--- src/rtl/tfhe_pbs_job_sequencer.sv ---
// Sequences one TFHE programmable-bootstrap job: DMA load, PBS core run, DMA store.
// All status/command outputs come from flops; a watchdog aborts any stalled cmd/wait step.
module tfhe_pbs_job_sequencer #(
    parameter int          DATA_WIDTH   = 32,
    parameter int          BEAT_BYTES   = 64,
    parameter int          RESULT_LEN   = 2048,
    parameter logic [1:0]  HBM_SEL_TFHE = 2'b01,
    parameter int          WDT_WIDTH    = 24
) (
    input  logic                  ACLK,
    input  logic                  ARESET,
    input  logic                  start_pbs,
    input  logic                  tfhe_reset_n,
    input  logic [1:0]            hbm_select,
    input  logic [DATA_WIDTH-1:0] host_wr_addr,
    input  logic [DATA_WIDTH-1:0] host_wr_len,
    output logic                  dma_in_cmd_valid,
    input  logic                  dma_in_cmd_ready,
    output logic [DATA_WIDTH-1:0] dma_in_cmd_addr,
    output logic [DATA_WIDTH-1:0] dma_in_cmd_len,
    input  logic                  dma_in_done,
    output logic                  pbs_core_start,
    input  logic                  pbs_core_done,
    output logic                  dma_out_cmd_valid,
    input  logic                  dma_out_cmd_ready,
    output logic [DATA_WIDTH-1:0] dma_out_cmd_addr,
    output logic [DATA_WIDTH-1:0] dma_out_cmd_len,
    input  logic                  dma_out_done,
    output logic                  pbs_busy,
    output logic                  pbs_done,
    output logic                  pbs_error,
    output logic [DATA_WIDTH-1:0] host_rd_addr,
    output logic [DATA_WIDTH-1:0] host_rd_len
);

    localparam int                   DW       = DATA_WIDTH;
    localparam logic [DW-1:0]        BEAT     = DW'(BEAT_BYTES);
    localparam logic [DW-1:0]        RES_LEN  = DW'(RESULT_LEN);
    localparam logic [WDT_WIDTH-1:0] WDT_LAST = {WDT_WIDTH{1'b1}} - WDT_WIDTH'(1);

    typedef enum logic [2:0] {
        S_IDLE, S_LOAD_CMD, S_LOAD_WAIT, S_PBS_RUN,
        S_STORE_CMD, S_STORE_WAIT, S_DONE, S_ERROR
    } state_t;

    state_t                 state, state_n;
    logic                   en_q;
    logic [DW-1:0]          addr_q, len_q, sum_q;
    logic [WDT_WIDTH-1:0]   wdt;
    logic                   busy_q, done_q, err_q, in_vld_q, out_vld_q, start_q;
    logic [DW-1:0]          rd_addr_q, rd_len_q;

    logic                   launch, launch_ok, wdt_active, wdt_expire;
    logic [DW+1:0]          span;

    assign launch     = (state == S_IDLE) && tfhe_reset_n && !en_q && start_pbs;
    // Two extra bits catch any carry of the full input+result window.
    assign span       = {2'b00, host_wr_addr} + {2'b00, host_wr_len} + {2'b00, RES_LEN};
    assign launch_ok  = (hbm_select == HBM_SEL_TFHE) && (host_wr_len != '0) &&
                        ((host_wr_len % BEAT) == '0) && (span[DW+1:DW] == 2'b00);
    assign wdt_active = (state == S_LOAD_CMD)  || (state == S_LOAD_WAIT) ||
                        (state == S_STORE_CMD) || (state == S_STORE_WAIT);
    assign wdt_expire = wdt_active && (wdt == WDT_LAST);

    always_ff @(posedge ACLK or posedge ARESET) begin
        if (ARESET) state <= S_IDLE;
        else        state <= state_n;
    end

    // Completions are tested before the watchdog so they win a same-cycle tie.
    always_comb begin
        state_n = state;
        if (!tfhe_reset_n) begin
            state_n = S_IDLE;
        end else begin
            case (state)
                S_IDLE:       if (launch) state_n = launch_ok ? S_LOAD_CMD : S_ERROR;
                S_LOAD_CMD:   if (dma_in_cmd_ready)  state_n = S_LOAD_WAIT;
                              else if (wdt_expire)   state_n = S_ERROR;
                S_LOAD_WAIT:  if (dma_in_done)       state_n = S_PBS_RUN;
                              else if (wdt_expire)   state_n = S_ERROR;
                S_PBS_RUN:    if (pbs_core_done)     state_n = S_STORE_CMD;
                S_STORE_CMD:  if (dma_out_cmd_ready) state_n = S_STORE_WAIT;
                              else if (wdt_expire)   state_n = S_ERROR;
                S_STORE_WAIT: if (dma_out_done)      state_n = S_DONE;
                              else if (wdt_expire)   state_n = S_ERROR;
                default:      state_n = state;
            endcase
        end
    end

    // en_q comes out of reset high so a job needs a genuine enable rise after reset.
    always_ff @(posedge ACLK or posedge ARESET) begin
        if (ARESET) begin
            en_q      <= 1'b1;
            addr_q    <= '0;
            len_q     <= '0;
            sum_q     <= '0;
            wdt       <= '0;
            busy_q    <= 1'b0;
            done_q    <= 1'b0;
            err_q     <= 1'b0;
            in_vld_q  <= 1'b0;
            out_vld_q <= 1'b0;
            start_q   <= 1'b0;
            rd_addr_q <= '0;
            rd_len_q  <= '0;
        end else begin
            en_q <= tfhe_reset_n;
            if (launch) begin
                addr_q <= host_wr_addr;
                len_q  <= host_wr_len;
                sum_q  <= host_wr_addr + host_wr_len;
            end
            if (state_n != state) wdt <= '0;
            else if (wdt_active)  wdt <= wdt + WDT_WIDTH'(1);
            busy_q    <= state_n inside {S_LOAD_CMD, S_LOAD_WAIT, S_PBS_RUN, S_STORE_CMD, S_STORE_WAIT};
            done_q    <= state_n inside {S_DONE, S_ERROR};
            err_q     <= (state_n == S_ERROR);
            in_vld_q  <= (state_n == S_LOAD_CMD);
            out_vld_q <= (state_n == S_STORE_CMD);
            start_q   <= (state_n == S_PBS_RUN) && (state != S_PBS_RUN);
            if (state == S_STORE_WAIT && state_n == S_DONE) begin
                rd_addr_q <= sum_q;
                rd_len_q  <= RES_LEN;
            end
        end
    end

    assign dma_in_cmd_valid  = in_vld_q;
    assign dma_in_cmd_addr   = in_vld_q  ? addr_q  : '0;
    assign dma_in_cmd_len    = in_vld_q  ? len_q   : '0;
    assign dma_out_cmd_valid = out_vld_q;
    assign dma_out_cmd_addr  = out_vld_q ? sum_q   : '0;
    assign dma_out_cmd_len   = out_vld_q ? RES_LEN : '0;
    assign pbs_core_start    = start_q;
    assign pbs_busy          = busy_q;
    assign pbs_done          = done_q;
    assign pbs_error         = err_q;
    assign host_rd_addr      = rd_addr_q;
    assign host_rd_len       = rd_len_q;

endmodule

--- config.mk ---
export PLATFORM = sky130hd
export DESIGN_NAME = tfhe_pbs_job_sequencer
export DESIGN_NICKNAME = d
export VERILOG_FILES = /design/src/rtl/tfhe_pbs_job_sequencer.sv
export SDC_FILE = /design/constraint.sdc
export NUM_CORES = 1
export LEC_CHECK = 0
export CORE_MARGIN = 4
export CORE_UTILIZATION = 50
export CTS_CLUSTER_DIAMETER = 150
export DETAILED_ROUTE_END_ITERATION = 16
export PLACE_DENSITY = 0.82
export SETUP_SLACK_MARGIN = 0.4
export SLEW_MARGIN = 20
export SYNTH_ARGS = -nofsm -noshare
export SYNTH_HDL_FRONTEND = slang
export SYNTH_SLANG_ARGS = --single-unit
--- constraint.sdc ---
create_clock -name ACLK -period 6.5 [get_ports ACLK]
set_input_delay 1.3 -clock ACLK [delete_from_list [all_inputs] [get_ports ACLK]]
set_output_delay 1.3 -clock ACLK [all_outputs]
set_load 0.05 [all_outputs]
Word-level counts from Yosys, hierarchy flattened
Cells that the tools add are included.
{ "word_totals": {"regBits": 163, "input_bits": 75, "elab_cells": 70, "out_inout_bits": 198} }
{ "classes": {"addsub": 4, "mux": 16, "eq_ne": 16, "n_reduce_logical": 20} }
{ "ops": {"columns": ["operator", "n"], "rows": [
  ["$mux 32", 3],
  ["$mux 24", 2],
  ["$add 33x12->34 const B", 1],
  ["$add 32x32->33", 1],
  ["$add 32x32->32", 1],
  ["$logic_not 32->1", 1],
  ["$reduce_bool 32->1", 1],
  ["$mux 3", 9],
  ["$add 24x1->24 const B", 1],
  ["$eq 24x24->1 const B", 1],
  ["$eq 3x3->1 const B", 6],
  ["$pmux 3 s6", 1],
  ["$eq 3x2->1 const B", 4],
  ["$mux 12", 1],
  ["$logic_and 1x1->1", 9],
  ["$eq 3x1->1 const B", 2],
  ["$reduce_bool 5->1", 1],
  ["$reduce_bool 2->1", 2],
  ["$logic_not 3->1", 1],
  ["$logic_or 1x1->1", 3],
  ["$ne 3x2->1 const B", 1],
  ["$ne 3x3->1", 1],
  ["$eq 2x1->1 const B", 1],
  ["$logic_not 2->1", 1],
  ["$logic_not 1->1", 1]
]} }

Logic depth before layout (Yosys ltp)
Gate-level depths: netlist of run 1.
{ "depth": {"depth_word": 11, "ltp_mapped": 13, "mapped_depth_nobuf": 12} }

Least setup slack after synthesis of run 1
OpenSTA, ideal clock, no wires.
{ "synth_path": {"path_type": "input port to flip-flop", "from": "input host_wr_addr[29]", "to": "register wdt[1]", "required_time_ns": 6.378, "n_path_buf": 0, "setup_time_ns": 0.122, "setup_slack_ns": 2.621, "path_stages": 10, "arrival_ns": 3.758, "cell_sequence": "ha_1 inv_1 fa_1 or4b_1 nor4_1 and4_1 nand3_1 o211a_1 xnor2_2 a2111oi_1"} }
{ "synth_via": {"elab_chain_cells": 10, "elab_cells_between_ends": 11, "classes_between": "add/sub (2); eq/ne (1); mux (5); reduce/logical (3)"} }
{ "synth_rtl": {"columns": ["element", "line", "text"], "rows": [
  ["from (decl)", "15", "input logic [DATA_WIDTH-1:0] host_wr_addr,"],
  ["$add 32x32->33 *", "58", "assign span = {2'b00, host_wr_addr} + {2'b00, host_wr_len} + {2'b00, RES_LEN};"],
  ["$add 33x12->34 *", "58", null],
  ["$logic_not 2->1 *", "60", "((host_wr_len % BEAT) == '0) && (span[DW+1:DW] == 2'b00);"],
  ["$logic_and 1x1->1 *", "60", null],
  ["$mux 3 * (2 in series)", "77", "S_IDLE: if (launch) state_n = launch_ok ? S_LOAD_CMD : S_ERROR;"],
  ["$pmux 3 s6 *", "76", "case (state)"],
  ["$mux 3 *", "73", "if (!tfhe_reset_n) begin"],
  ["$ne 3x3->1 *", "115", "if (state_n != state) wdt <= '0;"],
  ["$mux 24 or $reduce_bool 2->1 (tied branches)", null, null],
  ["to (signal assigned)", "116", "else if (wdt_active) wdt <= wdt + WDT_WIDTH'(1);"],
  ["to (decl)", "49", "logic [WDT_WIDTH-1:0] wdt;"]
]} }
Every way passes the cells marked *; elsewhere a longest branch is shown, timed or not.
A chain may end at the register's enable or synchronous reset.

Final worst setup path of run 1
{ "layout_path": {"from": "input host_wr_len[15]", "to": "register wdt[1]"} }
{ "layout_via": {"elab_chain_cells": 10, "elab_cells_between_ends": 14, "classes_between": "add/sub (2); eq/ne (1); mux (5); reduce/logical (6)"} }
{ "layout_rtl": {"columns": ["element", "line", "text"], "rows": [
  ["from (decl)", "16", "input logic [DATA_WIDTH-1:0] host_wr_len,"],
  ["$add 32x32->33 or $reduce_bool 32->1 (tied branches)", "58, 59", null],
  ["$add 33x12->34 or $logic_and 1x1->1 (tied branches)", "58, 59", null],
  ["$logic_not 2->1 or $logic_and 1x1->1 (tied branches)", "60, 59", null],
  ["$logic_and 1x1->1 *", "60", null],
  ["$mux 3 * (2 in series)", "77", null],
  ["$pmux 3 s6 *", "76", null],
  ["$mux 3 *", "73", null],
  ["$ne 3x3->1 *", "115", null],
  ["$mux 24 or $reduce_bool 2->1 (tied branches)", null, null]
]} }
Marked as above.

==> metrics.md, run 1 <==
| Metric | Value |
|---|---|
| All-Layer GR Usage | `24.3%` |
| TNS Setup | `0 ps` |
| Port bufs | `210` |
| Synth top area cells | `dfrtp_1 (39%), ha_1 (7.7%), nand2_1 (6.4%)` |
| Post-CTS Setup Repair Bufs | `0` |
| Worst clock skew | `12.4 ps` |
| Post-synthesis sequential area ratio | `38.9%` |
| Status | `complete, no violations` |
| Final Setup Violations | `0` |
| Sw frac | `39.7%` |
| Max FO, Critical Path | `24` |
| Worst R2R Path Depth | `9` |
| WP data arrival | `5120 ps` |
| Post-cts sizing count | `0` |
| Register share of total power | `39.4%` |
| I/O pin cnt | `273` |
| Critical Path Source Type | `primary input` |
| Slew headroom | `33.9%` |
| Clock root cell | `clkbuf_16` |
| Period utilisation layout | `74.0%` |
| Synth Cell Area | `10500 um2` |
| Most common cell in the synthesized netlist | `nand2_1` |
| Clk slew on worst S/H paths | `70 ps` |
| Final WL | `28100 um` |
| Internal power | `2.31 mW` |
| # nets final | `1497` |
| Achievable Freq | `208 MHz` |
| HPWL after DPL | `21600 um` |
| Post-Syn Instances | `1139` |
| Placed cell count | `1578` |
| RSZ-0062 raised after global routing | `no` |
| VDD IR max | `0.218 mV` |
| Placed instance area | `12500 um2` |
| First-pass GRT wire length | `46000 um` |
| Setup CP Type | `in -> reg` |
| Worst-margin pin slew | `992 ps` |
| Syn_area_per_cell | `9.21 um2` |
| Cell area after layout | `13200 um2` |
| Starting density of the core | `51.4%` |
| Area delta synth->final | `25.5%` |
| # DRC | `0` |
| Reg-to-reg critical path startpoint | `state[1]` |
| R2R Setup Slk | `3290 ps` |
| Met2 wire len | `13200 um` |
| Worst hold path stage count | `2` |
| Fin. Hold Viols | `0` |
| Routed met3 length | `2120 um` |
| CTS tree | `built` |
| Logic pwr share | `33.0%` |
| Number of global-route vias before repair | `8513` |
| Worst Hold Path EP | `addr_q[27]` |
| Via Count | `8466` |
| Main synth FF type | `dfrtp_1` |
| Tmin final | `4810 ps` |
| Fill count | `1669` |
| Unique masters post-synth | `68` |
| Die height | `153 um` |
| Net Sw Power | `1.52 mW` |
| Number of synthesized flops with an enable pin | `0` |
| Die Footprint | `23400 um2` |
| Hold Buf Count CTS | `0` |
| Hold_sp | `addr_q[27]` |
| CP required | `6810 ps` |
| Max-Cap Viols | `0` |
| Clk buf depth | `2` |
| Post-route ant nets | `0` |
| Hold Slack | `477 ps` |
| Post-synth top cells | `nand2_1 (178), dfrtp_1 (162), and2_1 (100)` |
| Clock Latency Late Sink | `430 ps` |
| Post-synth ARST share | `100%` |
| Non-filler cells, final | `1612` |
| Core area | `20400 um2` |
| Sink Count | `163` |
| Std cell rows | `52` |
| CTS buffer count | `17` |
| Initial antenna violation count | `0` |
| Synth top area share | `38.6%` |
| RR Endpoint | `host_rd_addr[4]` |
| Crit. End Element | `register` |
| Drt pass-1 iters | `5` |
| Clock power share | `27.6%` |
| Synth area leader | `dfrtp_1` |
| Yosys warnings | `0` |
| Tot Pwr | `3.84 mW` |
| Drt wl/cell | `17.4 um` |
| Hold crit path type | `reg -> reg` |
| Yosys reg bits | `163` |
| H-tree Lvls | `4` |
| RePlAce Congestion | `0.906` |
| Die X | `153 um` |
| Pins Over Slew Limit | `0` |
| Grt ovf | `0` |
| Power per cell area | `291 nW/um2` |
| Pin count of the biggest net entering global routing | `117` |
| Leak | `6.18 nW` |
| Share of layout cells above drive strength 1 | `4.18%` |
| Met1 WL | `12300 um` |
| Routed vias/inst | `5.25` |
| Initial DRC count | `611` |
| Top Metal Used | `met4` |
==> cell usage in the layout, fill, tap and decap left out, types with 20 or more instances in the layout <==
cell             instances
dfrtp_1                162
fa_1                    29
o21ai_0                 98
nand3_1                 23
xor2_1                  20
nor2_1                  25
inv_1                   98
clkdlybuf4s50_1        210
nor3_1                  33
and2_1                 100
xnor2_1                 31
nand2_1                177
ha_1                    65
conb_1                  62
mux2_1                  29
==> worst max-delay path by stage <==
stage               startpoint  slack, ps        end
4_1_cts        host_wr_len[13]       1730     wdt[1]
3_3_place_gp   host_wr_len[28]       1580     wdt[1]
5_1_grt        host_wr_len[13]       1490     wdt[1]
2_1_floorplan           ARESET        800  addr_q[0]
6_report       host_wr_len[15]       1690     wdt[1]
3_5_place_dp   host_wr_len[15]       1390     wdt[1]
==> cell type report <==
cell class	instances	area (um2)	area share, %
multi-input cells	830	5610	42.6
flip-flops and latches	163	4080	31.0
clock buffers	17	425	3.23
inverters	99	377	2.86
repair buffers	217	2160	16.4
diodes	1	2.50	0.0190
well taps	270	338	2.57
clock inverters	15	183	1.39
==> worst max-delay path, cell delays in order <==
cell	delay, ps
clkdlybuf4s50_1	560
ha_1	230
inv_1	60
fa_1	450
nand4bb_1	220
a2111oi_0	700
o211ai_1	220
nand4_1	200
nand3_1	170
o211a_1	250
xnor2_2	150
buf_4	240
a2111oi_1	360
==> sequential cells by signal, indices dropped and copies added (netlist names) <==
register / cells
sum_q: 32
dma_out_cmd_valid: 1
pbs_done: 1
pbs_error: 1
state: 3
en_q: 1
pbs_core_start: 1
addr_q: 32
host_rd_addr: 32
dma_in_cmd_valid: 1
len_q: 32
wdt: 24
host_rd_len: 1
pbs_busy: 1
==> metal layers <==
| layer | track usage (%) | vias to the layer above |
|---|---|---|
| met4 | 5.22 | 0 |
| li1 | - | 4012 |
| met5 | 0 | - |
| met2 | 38.9 | 313 |
| met1 | 33.9 | 4107 |
| met3 | 5.85 | 34 |
==> power by group through the flow <==
stage	Combinational (mW)	Clock (mW)	Sequential, mW
CTS	1.26	1.07	1.51
global route	1.39	1.11	1.55
global placement	1.23	0	1.52
floorplan	0.869	0	1.49
detailed placement	1.26	0	1.52
finish	1.27	1.06	1.51
==> metrics by stage <==
stage	util (%)	setup slack (ps)
6_report	64.5	1690
3_5_place_dp	61.4	1390
3_3_place_gp	61.4	1580
4_1_cts	64.4	1730
5_1_grt	64.5	1490
2_1_floorplan	-	797
==> logic make-up after synthesis <==
kind of cell    count (synthesis)  synth area share [%]
simple gates                  419                  20.2
buf+inv                       207                  9.95
compound gates                169                  9.61
flops                         163                  38.9
fa+ha+maj                      94                  13.3
xor+xnor                       52                  4.41
mux                            34                  3.64
other cells                     1                0.0357
Note: power is estimated with default switching activity, not from simulation.
==> run 2, diff against run 1 <==
CORE_UTILIZATION = 45   (was 50)
PLACE_DENSITY = 0.78   (was 0.82)
clock period = 3.8 ns   (was 6.5 ns; I/O delays follow)
==> run 2 against run 1 <==
  * Global-route usage decreased by 0.60 points
  * Worst hold slack worse by 2.2 ps
  * Sequential power increased by 73%
  * Worst setup slack got worse by 1400 ps
  * Combinational power is 100% higher
  * Die area up 11%
  * Non-clock buffer count rose by 113
  * Clock skew decreased by 1.2 ps
  * First-iteration DRC count shrank 17%
  * Critical endpoint is now wdt[4]
  * Largest cell class unchanged
==> metrics.md, run 2 (synthesis results as in run 1) <==
| Metric | Value |
|---|---|
| Status | `complete, no violations` |
| CP max stage delay | `480 ps (-220 ps)` |
| Max FO, Critical Path | `6 (-75%)` |
| Net Sw Power | `2.71 mW (+78%)` |
| Sink Count | `163 (unchanged)` |
| Pre-CTS worst setup slack | `-444 ps (-1830 ps)` |
| Non-filler cells, final | `1766 (+9.6%)` |
| CP most frequent cell | `ha_4` |
| Std cell rows | `55 (+5.8%)` |
| Die height | `161 um (+5.1%)` |
| Initial antenna violation count | `2 (+2)` |
| Worst-margin pin slew | `731 ps (-261 ps)` |
| Port bufs | `210 (unchanged)` |
| Achievable Freq | `286 MHz` |
| Register share of total power | `38.0% (-1.4 points)` |
| Sw frac | `39.4% (-0.36 points)` |
| Pin count of the biggest net entering global routing | `75 (-36%)` |
| RSZ-0062 raised after global routing | `yes` |
| RePlAce Congestion | `0.902 (-0.41%)` |
| Placed cell count | `1707 (+8.2%)` |
| Drt wl/cell | `18.0 um (+3.5%)` |
| Drt pass-1 iters | `5 (unchanged)` |
| Core area | `22800 um2 (+11%)` |
| Clock root cell | `clkbuf_16` |
| Commonest non-fill, non-tap cell in the layout | `nand2_1` |
| WP data arrival | `3850 ps (-1270 ps)` |
| Clk buf depth | `2 (unchanged)` |
| Logic pwr share | `37.0% (+4.0 points)` |
| Starting density of the core | `46.1% (-5.3 points)` |
| Slew headroom | `51.3% (+17 points)` |
| Most frequent cells in the layout | `nand2_1 (177), dfrtp_1 (162), clkdlybuf4s50_1 (156), buf_4 (107), and2_1 (100)` |
| CP required | `4150 ps (-2660 ps)` |
| H-tree Lvls | `4 (unchanged)` |
| HPWL after DPL | `23200 um (+7.5%)` |
| Internal power | `4.17 mW (+81%)` |
| CTS buffer count | `17 (unchanged)` |
| Power per cell area | `468 nW/um2 (+61%)` |
| Die Footprint | `25800 um2 (+11%)` |
| Post-route ant nets | `0 (unchanged)` |
| CTS tree | `built` |
| Die X | `161 um (+5.1%)` |
| I/O pin cnt | `273 (unchanged)` |
| Initial DRC count | `509 (-17%)` |
| Final WL | `31800 um (+13%)` |
| Period utilisation layout | `91.9%` |
| Max-Cap Viols | `0 (unchanged)` |
| Final Setup Violations | `0 (unchanged)` |
| Tmin final | `3490 ps` |
| Crit. End Element | `register` |
| Routed vias/inst | `5.17 (-1.6%)` |
| Final setup margin | `307 ps (-1390 ps)` |
| All-Layer GR Usage | `23.7% (-0.60 points)` |
| Worst clock skew | `11.2 ps (-1.19 ps)` |
| # DRC | `0 (unchanged)` |
| VDD IR max | `0.356 mV (+63%)` |
| Clock Latency Late Sink | `440 ps (about the same)` |
| TNS Setup | `0 ps (unchanged)` |
| Share of layout cells above drive strength 1 | `18.9% (+15 points)` |
| Critical Path Source Type | `primary input` |
| # nets final | `1610 (+7.5%)` |
| Via Count | `9127 (+7.8%)` |
| Number of global-route vias before repair | `9341 (+9.7%)` |
| First-pass GRT wire length | `49300 um (+7.0%)` |
| Area delta synth->final | `40.0%` |
| Hold Buf Count CTS | `0 (unchanged)` |
| Hold crit path type | `reg -> reg` |
| Leak | `7.07 nW (+14%)` |
| Tot Pwr | `6.88 mW (+79%)` |
| Fin. Hold Viols | `0 (unchanged)` |
| Setup CP Type | `in -> reg` |
| Pins Over Slew Limit | `0 (unchanged)` |
| Clock power share | `25.0% (-2.6 points)` |
| Hold Slack | `474 ps (-2.21 ps)` |
| Worst path cell trace | `dlygate4sd2_1, ha_4, ha_4, or4b_4, nor4_4, buf_4, o31a_1, a2111oi_4, o211a_1, buf_6, xnor2_4, buf_12, buf_16, nor3_4` |
| Clk slew on worst S/H paths | `70 ps (about the same)` |
| Slowest CP cell | `or4b_4` |
| Grt ovf | `0 (unchanged)` |
run 2: cell type report:
class | count | area (um2)
clock buffers | 18 | 439
well taps | 313 | 392
inverters | 99 | 378
clock inverters | 12 | 134
repair buffers | 330 | 3180
flip-flops and latches | 163 | 4080
diodes | 1 | 2.50
multi-input cells | 830 | 6090
fillers | 1809 | 8080
run 2: metal layers:
metal	part of all wire [%]	vias to the layer above	GRT usage, %
met5	0.041	-	0
met1	42	4492	30.9
met4	2.4	2	6.28
met3	7.5	56	5.88
li1	-	4239	-
met2	48	338	39.6
run 2: what timing repair did:
item | in CTS | in global routing
setup buffers | 14 | 9
pin swaps | 25 | 42
resized for setup | 113 | 106
hold endpoints to repair | 0 | 0
setup endpoints to repair | 63 | 65
cloned | 2 | 3
run 2: path summary, 6_finish.rpt:
kind | cells after the start | end | slack [ps] | start
max | 14 | wdt[4] | 310 | host_wr_len[31]
min | 2 | addr_q[8] | 470 | addr_q[8]
max reg2reg | 9 | wdt[15] | 680 | state[0]
min reg2reg | 2 | addr_q[8] | 470 | addr_q[8]
max in group asynchronous | 3 | len_q[30] | 2120 | ARESET
min in group asynchronous | 2 | sum_q[15] | 760 | ARESET
run 2: power by group through the flow:
| stage | sequential (mW) | combinational [mW] | clock, mW |
|---|---|---|---|
| 2_1_floorplan | 2.55 | 1.49 | 0 |
| 3_3_place_gp | 2.60 | 2.22 | 0 |
| 3_5_place_dp | 2.62 | 2.28 | 0 |
| 4_1_cts | 2.60 | 2.44 | 1.75 |
| 5_1_grt | 2.68 | 2.76 | 1.81 |
| 6_report | 2.61 | 2.55 | 1.72 |
run 2: metrics by stage:
step | utilization, % | cell area [um2]
global route | 64.5 | 14700
global placement | 58.4 | 13300
finish | 64.5 | 14700
CTS | 62.4 | 14200
floorplan | - | 10700
detailed placement | 58.4 | 13300
run 2: critical path: cells and delay by family:
| family | cells | cell delay (ps) |
|---|---|---|
| AO/OA/AOI/OAI | 3 | 540 |
| XOR/XNOR | 1 | 170 |
| adder cells (fa/ha/maj) | 2 | 540 |
| buffers and inverters | 5 | 900 |
| AND/OR/NAND/NOR | 3 | 920 |
